### src/rtl/alu_arbiter_pkg.sv
// ---------------------------------------------------------------------------
// alu_arbiter_pkg
// Shared definitions for the two-requester ALU arbiter:
//   - default operand width (ALU_XLEN) and full_op width (ALU_OPW)
//   - full_op field positions {func7[16:10], func3[9:7], opcode[6:0]}
//   - R-type opcode / func encodings understood by the ALU
//   - arbiter FSM state encoding
//   - makeOp() helper so benches can build full_op values from fields
// ---------------------------------------------------------------------------
package alu_arbiter_pkg;

  localparam int ALU_XLEN = 32;
  localparam int ALU_OPW  = 17;

  // Field positions inside full_op
  localparam int OPCODE_LSB = 0;
  localparam int OPCODE_W   = 7;
  localparam int FUNC3_LSB  = 7;
  localparam int FUNC3_W    = 3;
  localparam int FUNC7_LSB  = 10;
  localparam int FUNC7_W    = 7;

  localparam logic [OPCODE_W-1:0] OPC_OP = 7'h33;

  localparam logic [FUNC3_W-1:0] F3_ADD_SUB = 3'd0;
  localparam logic [FUNC3_W-1:0] F3_SLL     = 3'd1;
  localparam logic [FUNC3_W-1:0] F3_SLT     = 3'd2;
  localparam logic [FUNC3_W-1:0] F3_SLTU    = 3'd3;
  localparam logic [FUNC3_W-1:0] F3_XOR     = 3'd4;
  localparam logic [FUNC3_W-1:0] F3_SRL_SRA = 3'd5;
  localparam logic [FUNC3_W-1:0] F3_OR      = 3'd6;
  localparam logic [FUNC3_W-1:0] F3_AND     = 3'd7;

  localparam logic [FUNC7_W-1:0] F7_BASE = 7'h00;
  localparam logic [FUNC7_W-1:0] F7_ALT  = 7'h20;

  typedef enum logic {
    IDLE = 1'b0,
    HOLD = 1'b1
  } arbState_e;

  function automatic logic [ALU_OPW-1:0] makeOp(
    input logic [FUNC7_W-1:0]  func7,
    input logic [FUNC3_W-1:0]  func3,
    input logic [OPCODE_W-1:0] opcode
  );
    return {func7, func3, opcode};
  endfunction

endpackage

### src/rtl/alu_arbiter_alu.sv
// ---------------------------------------------------------------------------
// alu
// Combinational integer ALU for R-type operations (opcode 7'h33).
// Any opcode/func combination it does not recognise is illegal and yields 0.
// Ports:
//   in1, in2  operands (XLEN)
//   full_op   {func7, func3, opcode} (OPW)
//   out       result (XLEN)
// ---------------------------------------------------------------------------
module alu
  import alu_arbiter_pkg::*;
#(
  parameter int XLEN = ALU_XLEN,
  parameter int OPW  = ALU_OPW
) (
  input  logic [XLEN-1:0] in1,
  input  logic [XLEN-1:0] in2,
  input  logic [OPW-1:0]  full_op,
  output logic [XLEN-1:0] out
);

  localparam int SHW = $clog2(XLEN);

  logic [FUNC7_W-1:0]  func7;
  logic [FUNC3_W-1:0]  func3;
  logic [OPCODE_W-1:0] opcode;
  logic [SHW-1:0]      shamt;

  assign func7  = full_op[FUNC7_LSB +: FUNC7_W];
  assign func3  = full_op[FUNC3_LSB +: FUNC3_W];
  assign opcode = full_op[OPCODE_LSB +: OPCODE_W];
  assign shamt  = in2[SHW-1:0];

  // Decode {func7, func3} for R-type ops; everything else falls to 0
  always_comb begin
    out = '0;
    if (opcode == OPC_OP) begin
      case ({func7, func3})
        {F7_BASE, F3_ADD_SUB}: out = in1 + in2;
        {F7_ALT,  F3_ADD_SUB}: out = in1 - in2;
        {F7_BASE, F3_SLL}:     out = in1 << shamt;
        {F7_BASE, F3_SLT}:     out = XLEN'($signed(in1) < $signed(in2));
        {F7_BASE, F3_SLTU}:    out = XLEN'(in1 < in2);
        {F7_BASE, F3_XOR}:     out = in1 ^ in2;
        {F7_BASE, F3_SRL_SRA}: out = in1 >> shamt;
        {F7_ALT,  F3_SRL_SRA}: out = $signed(in1) >>> shamt;
        {F7_BASE, F3_OR}:      out = in1 | in2;
        {F7_BASE, F3_AND}:     out = in1 & in2;
        default:               out = '0;
      endcase
    end
  end

endmodule

### src/rtl/alu_arbiter.sv
// ---------------------------------------------------------------------------
// alu_arbiter
// Time-shares one combinational ALU between two requesters with valid/ready
// handshakes. A granted request is registered; its result is presented on the
// shared rsp_data bus from the next cycle and held until the owner accepts it.
// Ports:
//   clk, rst_n                     clock, async active-low reset
//   reqK_valid/ready/op/in1/in2    request channel of requester K (K=0,1)
//   rspK_valid/ready               response channel of requester K
//   rsp_data                       shared result bus
//   busy                           high while a result is held
// ---------------------------------------------------------------------------
module alu_arbiter
  import alu_arbiter_pkg::*;
#(
  parameter int XLEN = ALU_XLEN,
  parameter int OPW  = ALU_OPW
) (
  input  logic            clk,
  input  logic            rst_n,
  input  logic            req0_valid,
  output logic            req0_ready,
  input  logic [OPW-1:0]  req0_op,
  input  logic [XLEN-1:0] req0_in1,
  input  logic [XLEN-1:0] req0_in2,
  input  logic            req1_valid,
  output logic            req1_ready,
  input  logic [OPW-1:0]  req1_op,
  input  logic [XLEN-1:0] req1_in1,
  input  logic [XLEN-1:0] req1_in2,
  output logic            rsp0_valid,
  input  logic            rsp0_ready,
  output logic            rsp1_valid,
  input  logic            rsp1_ready,
  output logic [XLEN-1:0] rsp_data,
  output logic            busy
);

  arbState_e       state_q;
  logic            owner_q;
  logic            lastGrant_q;
  logic [OPW-1:0]  op_q;
  logic [XLEN-1:0] in1_q;
  logic [XLEN-1:0] in2_q;
  logic            rsp0Valid_q;
  logic            rsp1Valid_q;
  logic            busy_q;

  logic            rspFire;
  logic            canAccept;
  logic            grantSel;
  logic            reqFire;
  logic [OPW-1:0]  op_d;
  logic [XLEN-1:0] in1_d;
  logic [XLEN-1:0] in2_d;

  // Grant and handshake decisions. A new request may only be taken when no
  // result is held, or when the held result leaves in this very cycle, which
  // gives back-to-back throughput. Reset gates acceptance immediately.
  always_comb begin
    rspFire   = (state_q == HOLD) && (owner_q ? rsp1_ready : rsp0_ready);
    canAccept = rst_n && ((state_q == IDLE) || rspFire);
    if (req0_valid && req1_valid) begin
      grantSel = ~lastGrant_q;
    end else begin
      grantSel = req1_valid;
    end
    reqFire = canAccept && (req0_valid || req1_valid);
    op_d    = grantSel ? req1_op  : req0_op;
    in1_d   = grantSel ? req1_in1 : req0_in1;
    in2_d   = grantSel ? req1_in2 : req0_in2;
  end

  assign req0_ready = canAccept && req0_valid && !grantSel;
  assign req1_ready = canAccept && req1_valid &&  grantSel;

  // Single FSM process: latches the winning request and keeps the response
  // valids and busy as registered outputs alongside the state.
  always_ff @(posedge clk or negedge rst_n) begin
    if (!rst_n) begin
      state_q     <= IDLE;
      owner_q     <= 1'b0;
      lastGrant_q <= 1'b1;
      op_q        <= '0;
      in1_q       <= '0;
      in2_q       <= '0;
      rsp0Valid_q <= 1'b0;
      rsp1Valid_q <= 1'b0;
      busy_q      <= 1'b0;
    end else if (reqFire) begin
      state_q     <= HOLD;
      owner_q     <= grantSel;
      lastGrant_q <= grantSel;
      op_q        <= op_d;
      in1_q       <= in1_d;
      in2_q       <= in2_d;
      rsp0Valid_q <= !grantSel;
      rsp1Valid_q <= grantSel;
      busy_q      <= 1'b1;
    end else if (rspFire) begin
      state_q     <= IDLE;
      rsp0Valid_q <= 1'b0;
      rsp1Valid_q <= 1'b0;
      busy_q      <= 1'b0;
    end
  end

  assign rsp0_valid = rsp0Valid_q;
  assign rsp1_valid = rsp1Valid_q;
  assign busy       = busy_q;

  alu #(
    .XLEN(XLEN),
    .OPW (OPW)
  ) uAlu (
    .in1    (in1_q),
    .in2    (in2_q),
    .full_op(op_q),
    .out    (rsp_data)
  );

endmodule
### config.mk
export PLATFORM = sky130hd
export DESIGN_NAME = alu_arbiter
export DESIGN_NICKNAME = d
export VERILOG_FILES = /design/src/rtl/alu_arbiter_pkg.sv /design/src/rtl/alu_arbiter_alu.sv /design/src/rtl/alu_arbiter.sv
export SDC_FILE = /design/constraint.sdc
export NUM_CORES = 1
export LEC_CHECK = 0
export ABC_AREA = 1
export CAP_MARGIN = 0
export CORE_MARGIN = 1
export CORE_UTILIZATION = 40
export CTS_CLUSTER_DIAMETER = 30
export DETAILED_ROUTE_END_ITERATION = 7
export SLEW_MARGIN = 20
export SYNTH_ARGS = -nofsm -noshare
export SYNTH_HDL_FRONTEND = slang
export SYNTH_SLANG_ARGS = --single-unit
### constraint.sdc
create_clock -name clk -period 2.57 [get_ports clk]
set_input_delay 0.257 -clock clk [delete_from_list [all_inputs] [get_ports clk]]
set_output_delay 0.257 -clock clk [all_outputs]
set_load 0.005 [all_outputs]
Yosys cells after proc, flatten, opt, wreduce, memory -nomap -nowiden
Index checks and enable logic that the tools add are counted.
- add/sub/neg operators: 2
- shifts and indexed selects: 3
- multiplexer cells: 11
- order comparisons: 2
- eq/ne operators: 10
- bitwise operators: 5
- reduce and logical (&&, ||, !) cells: 13
- operators by type and width (operator ; number):
    $pmux W32 S10 ; 1
    $mux W32 ; 3
    $lt A32 B32 Y1 ; 2
    $eq A10 B3 Y1 const B ; 4
    $add A32 B32 Y32 ; 1
    $and A32 B32 Y32 ; 1
    $or A32 B32 Y32 ; 1
    $shl A32 B5 Y32 ; 1
    $shr A32 B5 Y32 ; 1
    $sshr A32 B5 Y32 ; 1
    $sub A32 B32 Y32 ; 1
    $xor A32 B32 Y32 ; 1
    $eq A10 B2 Y1 const B ; 2
    $eq A10 B9 Y1 const B ; 2
    $mux W17 ; 1
    $eq A10 B1 Y1 const B ; 1
    $logic_not A10 Y1 ; 1
    $logic_and A1 B1 Y1 ; 8
    $eq A7 B6 Y1 const B ; 1
    $mux W1 ; 6
    $logic_or A1 B1 Y1 ; 2
    $not A1 Y1 ; 2
    $reduce_bool A2 Y1 ; 1
    $logic_not A1 Y1 ; 1
- flip-flop bits (word level): 86
- bits of input ports: 168
- output and inout bits: 37
- logic and storage cells: 54

Depth between registers and ports, before layout
Gate-level depths: netlist of the first run.
- word-level depth: 6
- depth in mapped cells: 21
- mapped depth without buffers: 18

Modules after synthesis
From an unflattened synthesis of the first run, not the netlist that was laid out.
- cell total of the unflattened synthesis: 2637
- area, all modules: 14330.0 sq um
- modules (own cells, without submodules) (module ; area each (sq um) ; cells each ; instances ; seq. area each (sq um)):
    alu ; 10057.1 ; 2086 ; 1 ; 0.0
    alu_arbiter ; 4272.8 ; 551 ; 1 ; 2153.3

Least setup slack after synthesis of the first run
OpenSTA, ideal clock, no wires.
- path kind: register to output
- from: register in2_q[4]
- to: output port rsp_data[31]
- buffers on the path: 3
- slack: -0.125 ns
- arrival time: 2.438 ns
- stages on the path, launching flop included: 19
- required time: 2.313 ns
- cell sequence: dfrtp_1 -> clkbuf_1 -> inv_2 -> clkbuf_1 -> ha_1 -> buf_2 -> nor2_1 -> nand2_1 -> inv_1 -> nand2_1 -> nand2_1 -> nand2_1 -> nand2_1 -> nand2_1 -> nand3_1 -> nand2_1 -> nor2_1 -> nor2_1 -> nor2_1
- longest elaborated chain between the ends: 3
- elaborated cells between the ends (all ways): 7
- those cells by class: add/sub (2); shift (3); mux (2)
- RTL lines (element ; RTL line ; source):
    start, declared ; alu_arbiter.sv:44 ; logic [XLEN-1:0] in2_q;
    start signal, assigned ; alu_arbiter.sv:96 ; in2_q <= in2_d;
    $sub A32 B32 Y32 (tied with other cells) ; alu_arbiter_alu.sv:40 ; {F7_ALT, F3_ADD_SUB}: out = in1 - in2;
    $pmux W32 S10 (*) ; alu_arbiter_alu.sv:38 ; case ({func7, func3})
    $mux W32 (*) ; alu_arbiter_alu.sv:37 ; if (opcode == OPC_OP) begin
    end, declared ; alu_arbiter.sv:35 ; output logic [XLEN-1:0] rsp_data,
Mark *: on every way between the ends. The rest lies on a longest branch, timed or not.

Final worst setup path of the first run
- from: register op_q[13]
- to: output port rsp_data[5]
- longest elaborated chain between the ends: 3
- elaborated cells between the ends (all ways): 12
- those cells by class: eq/ne (9); mux (2); reduce/logical (1)
- RTL lines (element ; RTL line ; source):
    start, declared ; alu_arbiter.sv:42 ; logic [OPW-1:0] op_q;
    start signal, assigned ; alu_arbiter.sv:94 ; op_q <= op_d;
    $eq A10 B3 Y1 (tied with other cells) ; alu_arbiter_alu.sv:38 ;
    $pmux W32 S10 (*) ; alu_arbiter_alu.sv:38 ;
    $mux W32 (*) ; alu_arbiter_alu.sv:37 ;
Marks and branches as above.

==> results.tsv, run 1 <==
stage	metric	value	unit
critical_path	Data arrival, critical path	2790	ps
power	total power	23800	uW
critical_path	Worst Setup SP	op_q[13]$_DFFE_PN0P_	
sta	Tcrit/Tclk final	119	%
finish	layout cells sized above 1	39.6	%
die	chip width	191	um
power	Power Density	955	mW/mm^2
grt	grt met3 use	10.5	%
clocking	CTS Buffer Depth	2	
clocking	TritonCTS clock tree	built	
clocking	Clock Latency Late Sink	390	ps
route	# DRC	0	
sta	Worst slew margin	57.5	%
critical_path	startpoint types	flop	
clocking	clock buffer count from CTS	9	
grt	layer with the highest usage	met2	
die	Top Ports	205	
grt	initial antenna violation count	1	
run_status	status	finished, violations left	
yosys	Ys Warns	0	
clocking	clk slew on worst S/H paths	80	ps
critical_path	worst r2r src	owner_q$_DFFE_PN0P_	
finish	Final Core Density	71.4	%
critical_path	Worst R2R Path Depth	8	
grt	grt met2 use	72.6	%
route	drt wl/cell	23.1	um
finish	# diodes	0	
die	Rows	68	
power	Peak VDD IR	0.643	mV
yosys	number of synthesized register bits	86	
grt	global-route wire length before repair	124000	um
grt	vias in the first global route	21000	
placed_design	GP Congestion	1.11	
yosys	share of the synthesized area in the top cell type	24.7	%
critical_path	WP data required	2310	ps
grt	gr usage total	45.7	%
finish	finished layout cell area	0.0249	sq mm
yosys	Post-Syn Instances	2653	
die	die area	0.0365	sq mm
run_status	failing checks	negative hold slack, negative setup slack	
critical_path	CP cell instances	nor2_4, nand2_4, buf_6, inv_4, nand2_2, nor3_2, buf_6, buf_6, nand2_1, o21ai_2, nor3_2, buf_4, nand3_1, nand2_1, inv_1, dlygate4sd2_1	
power	leakage	0.0129	uW
yosys	asr flop ratio synth	100	%
critical_path	CP peak stage delay	450	ps
route	DR pass1 iterations	7	
sta	hold slack	-31.1	ps
route	vias post-DR	22400	
yosys	syn nets	2923	
placed_design	IO Port Bufs	204	
job	MaxCap Viol Count	0	
placed_design	post-placement cell area	0.0207	sq mm
sta	final hold vios	15	
yosys	cell taking the most area after synthesis	nand2_1	
critical_path	worst-path fanout max	5	
sta	final max-slew violation count	0	
sta	Final Critical Period	3050	ps
yosys	Post-synth EDFFs	0	
route	number of DRC markers in iteration 0	2947	
yosys	Synth top cells by count	nand2_1 (942), nand3_1 (488), inv_1 (349)	
grt	met1 Track Usage GR	56.3	%
grt	largest net degree at the start of global routing	87	
die	Starting Density	41.0	%
clocking	root buf cell	clkbuf_16	
clocking	clock sink count	86	
finish	Nets	3636	
sta	Worst Skew	14.6	ps
worst_hold_path	hold crit path type	in2async	
grt	total global routing overflow	0	
yosys	Netlist cell types	40	
finish	P&R area growth vs syn	74.3	%
sta	setup TNS	-11050	ps
route	Detail Route Antenna Nets	0	
yosys	part of the Yosys area used for sequential elements	15.1	%
critical_path	critical path type	reg2out	
placed_design	post-DP HPWL	66700	um
die	Die Span Y	191	um
sta	worst slew pin tran	638	ps
die	core box area	0.0349	sq mm
critical_path	Crit. End Element	output port	
route	final wirelength	88400	um
critical_path	CP most frequent cell	buf_6	
route	vias per cell	5.84	
sta	Final WS setup	-478	ps
critical_path	critical path's slowest cell	dfrtp_1	
clocking	H-tree depth	3	
sta	f_max	328	MHz
yosys	Netlist Area Pre-Place	0.0143	sq mm
yosys	top-count cell post-synth	nand2_1	
sta	RSZ-0062 raised after global routing	true	
sta	setup violators final	32	
yosys	Top FF cell, synth	dfrtp_1	
yosys	post-synthesis area per instance	5.39	sq um
yosys	ranking of synthesized cells by area	nand2_1 (25%), nand3_1 (17%), dfrtp_1 (15%)	
## final timing paths
kind                            slack [ps]                       to
worst min-delay path                   -30     in2_q[9]$_DFFE_PN0P_
worst max-delay path                  -480              rsp_data[5]
max in group asynchronous             2000      op_q[8]$_DFFE_PN0P_
worst max register to register         490    in1_q[27]$_DFFE_PN0P_
worst min register to register         490  lastGrant_q$_DFFE_PN1P_
min in group clk                       430      op_q[1]$_DFFE_PN0P_
## stage by stage
stage | cells | worst slack (ps)
after floorplan | 2653 | 5.99
after global placement | 3741 | -755
after detailed placement | 3741 | -784
after CTS | 3797 | -461
after global routing | 3826 | -507
final | 3826 | -478
## layout by cell type (no fill, tap or decap), types with 15 or more instances in the layout
cell type,count
nand2_2,146
inv_1,272
clkdlybuf4s50_1,171
ha_1,52
nand2_1,754
o211ai_1,55
a21oi_1,28
nor2_4,43
buf_4,516
nand3_2,128
nand3_4,22
buf_6,62
ha_4,33
a21oi_2,30
nor2_1,121
buf_2,24
buf_12,27
nand3_1,339
inv_2,76
nand2_4,44
mux2i_1,29
dfrtp_1,80
nor2_2,69
nand4_1,26
ha_2,15
o21ai_0,50
## cells by family after synthesis
| family | Yosys count | synth area share [%] |
|---|---|---|
| mux | 29 | 2.03 |
| compound gates | 211 | 8.76 |
| fa+ha+maj | 102 | 9.03 |
| flops | 86 | 15.1 |
| simple gates | 1747 | 52.0 |
| buf+inv | 476 | 13.0 |
| xor+xnor | 2 | 0.123 |
## area by class of cell
class	count	area, sq um
Fill cell	2768	9970
Multi-Input combinational cell	2091	13200
Timing Repair Buffer	820	7300
Clock buffer	12	267
Tap cell	455	569
Inverter	358	1380
Clock inverter	4	36.3
Sequential cell	86	2160
## worst max-delay path, delay by kind of cell (launching register included)
kind	cells	cell delay, ps
compound gates	1	120
buf+inv	7	960
flops	1	450
simple gates	8	840
## routing by layer
metal | vias to the layer above | part of all wire (%)
li1 | 9942 | -
met1 | 10400 | 37
met2 | 1596 | 43
met3 | 436 | 12
met4 | 0 | 7.8
met5 | - | 0
## flip-flops by register name, indices dropped and copies added (netlist names)
register,count
busy,1
in1_q,32
in2_q,32
lastGrant_q,1
op_q,17
owner_q,1
rsp0_valid,1
rsp1_valid,1
## what timing repair did
action | in CTS | in global routing
endpoints found under the hold margin | 0 | 0
endpoints found under the setup margin | 32 | 32
pin swaps | 129 | 164
cloned | 6 | 3
setup buffers | 39 | 31
resized for setup | 602 | 429
hold buffers | 0 | 0
## where the power goes
group / internal (uW) / switching [uW] / total [uW]
Clock: 753 / 733 / 1490
Combinational: 8390 / 11800 / 20200
Sequential: 1730 / 344 / 2080
Total: 10900 / 12900 / 23800
(Power assumes the default switching activity.)
==> run 2: changes to the inputs <==
--- a/config.mk
+++ b/config.mk
@@ -7,7 +7,6 @@
 export LEC_CHECK = 0
 export ABC_AREA = 1
 export CAP_MARGIN = 0
-export CORE_MARGIN = 1
 export CORE_UTILIZATION = 40
 export CTS_CLUSTER_DIAMETER = 30
 export DETAILED_ROUTE_END_ITERATION = 7
==> results of run 2 <==
Final layout, timing and power as in run 1 (identical DEF).
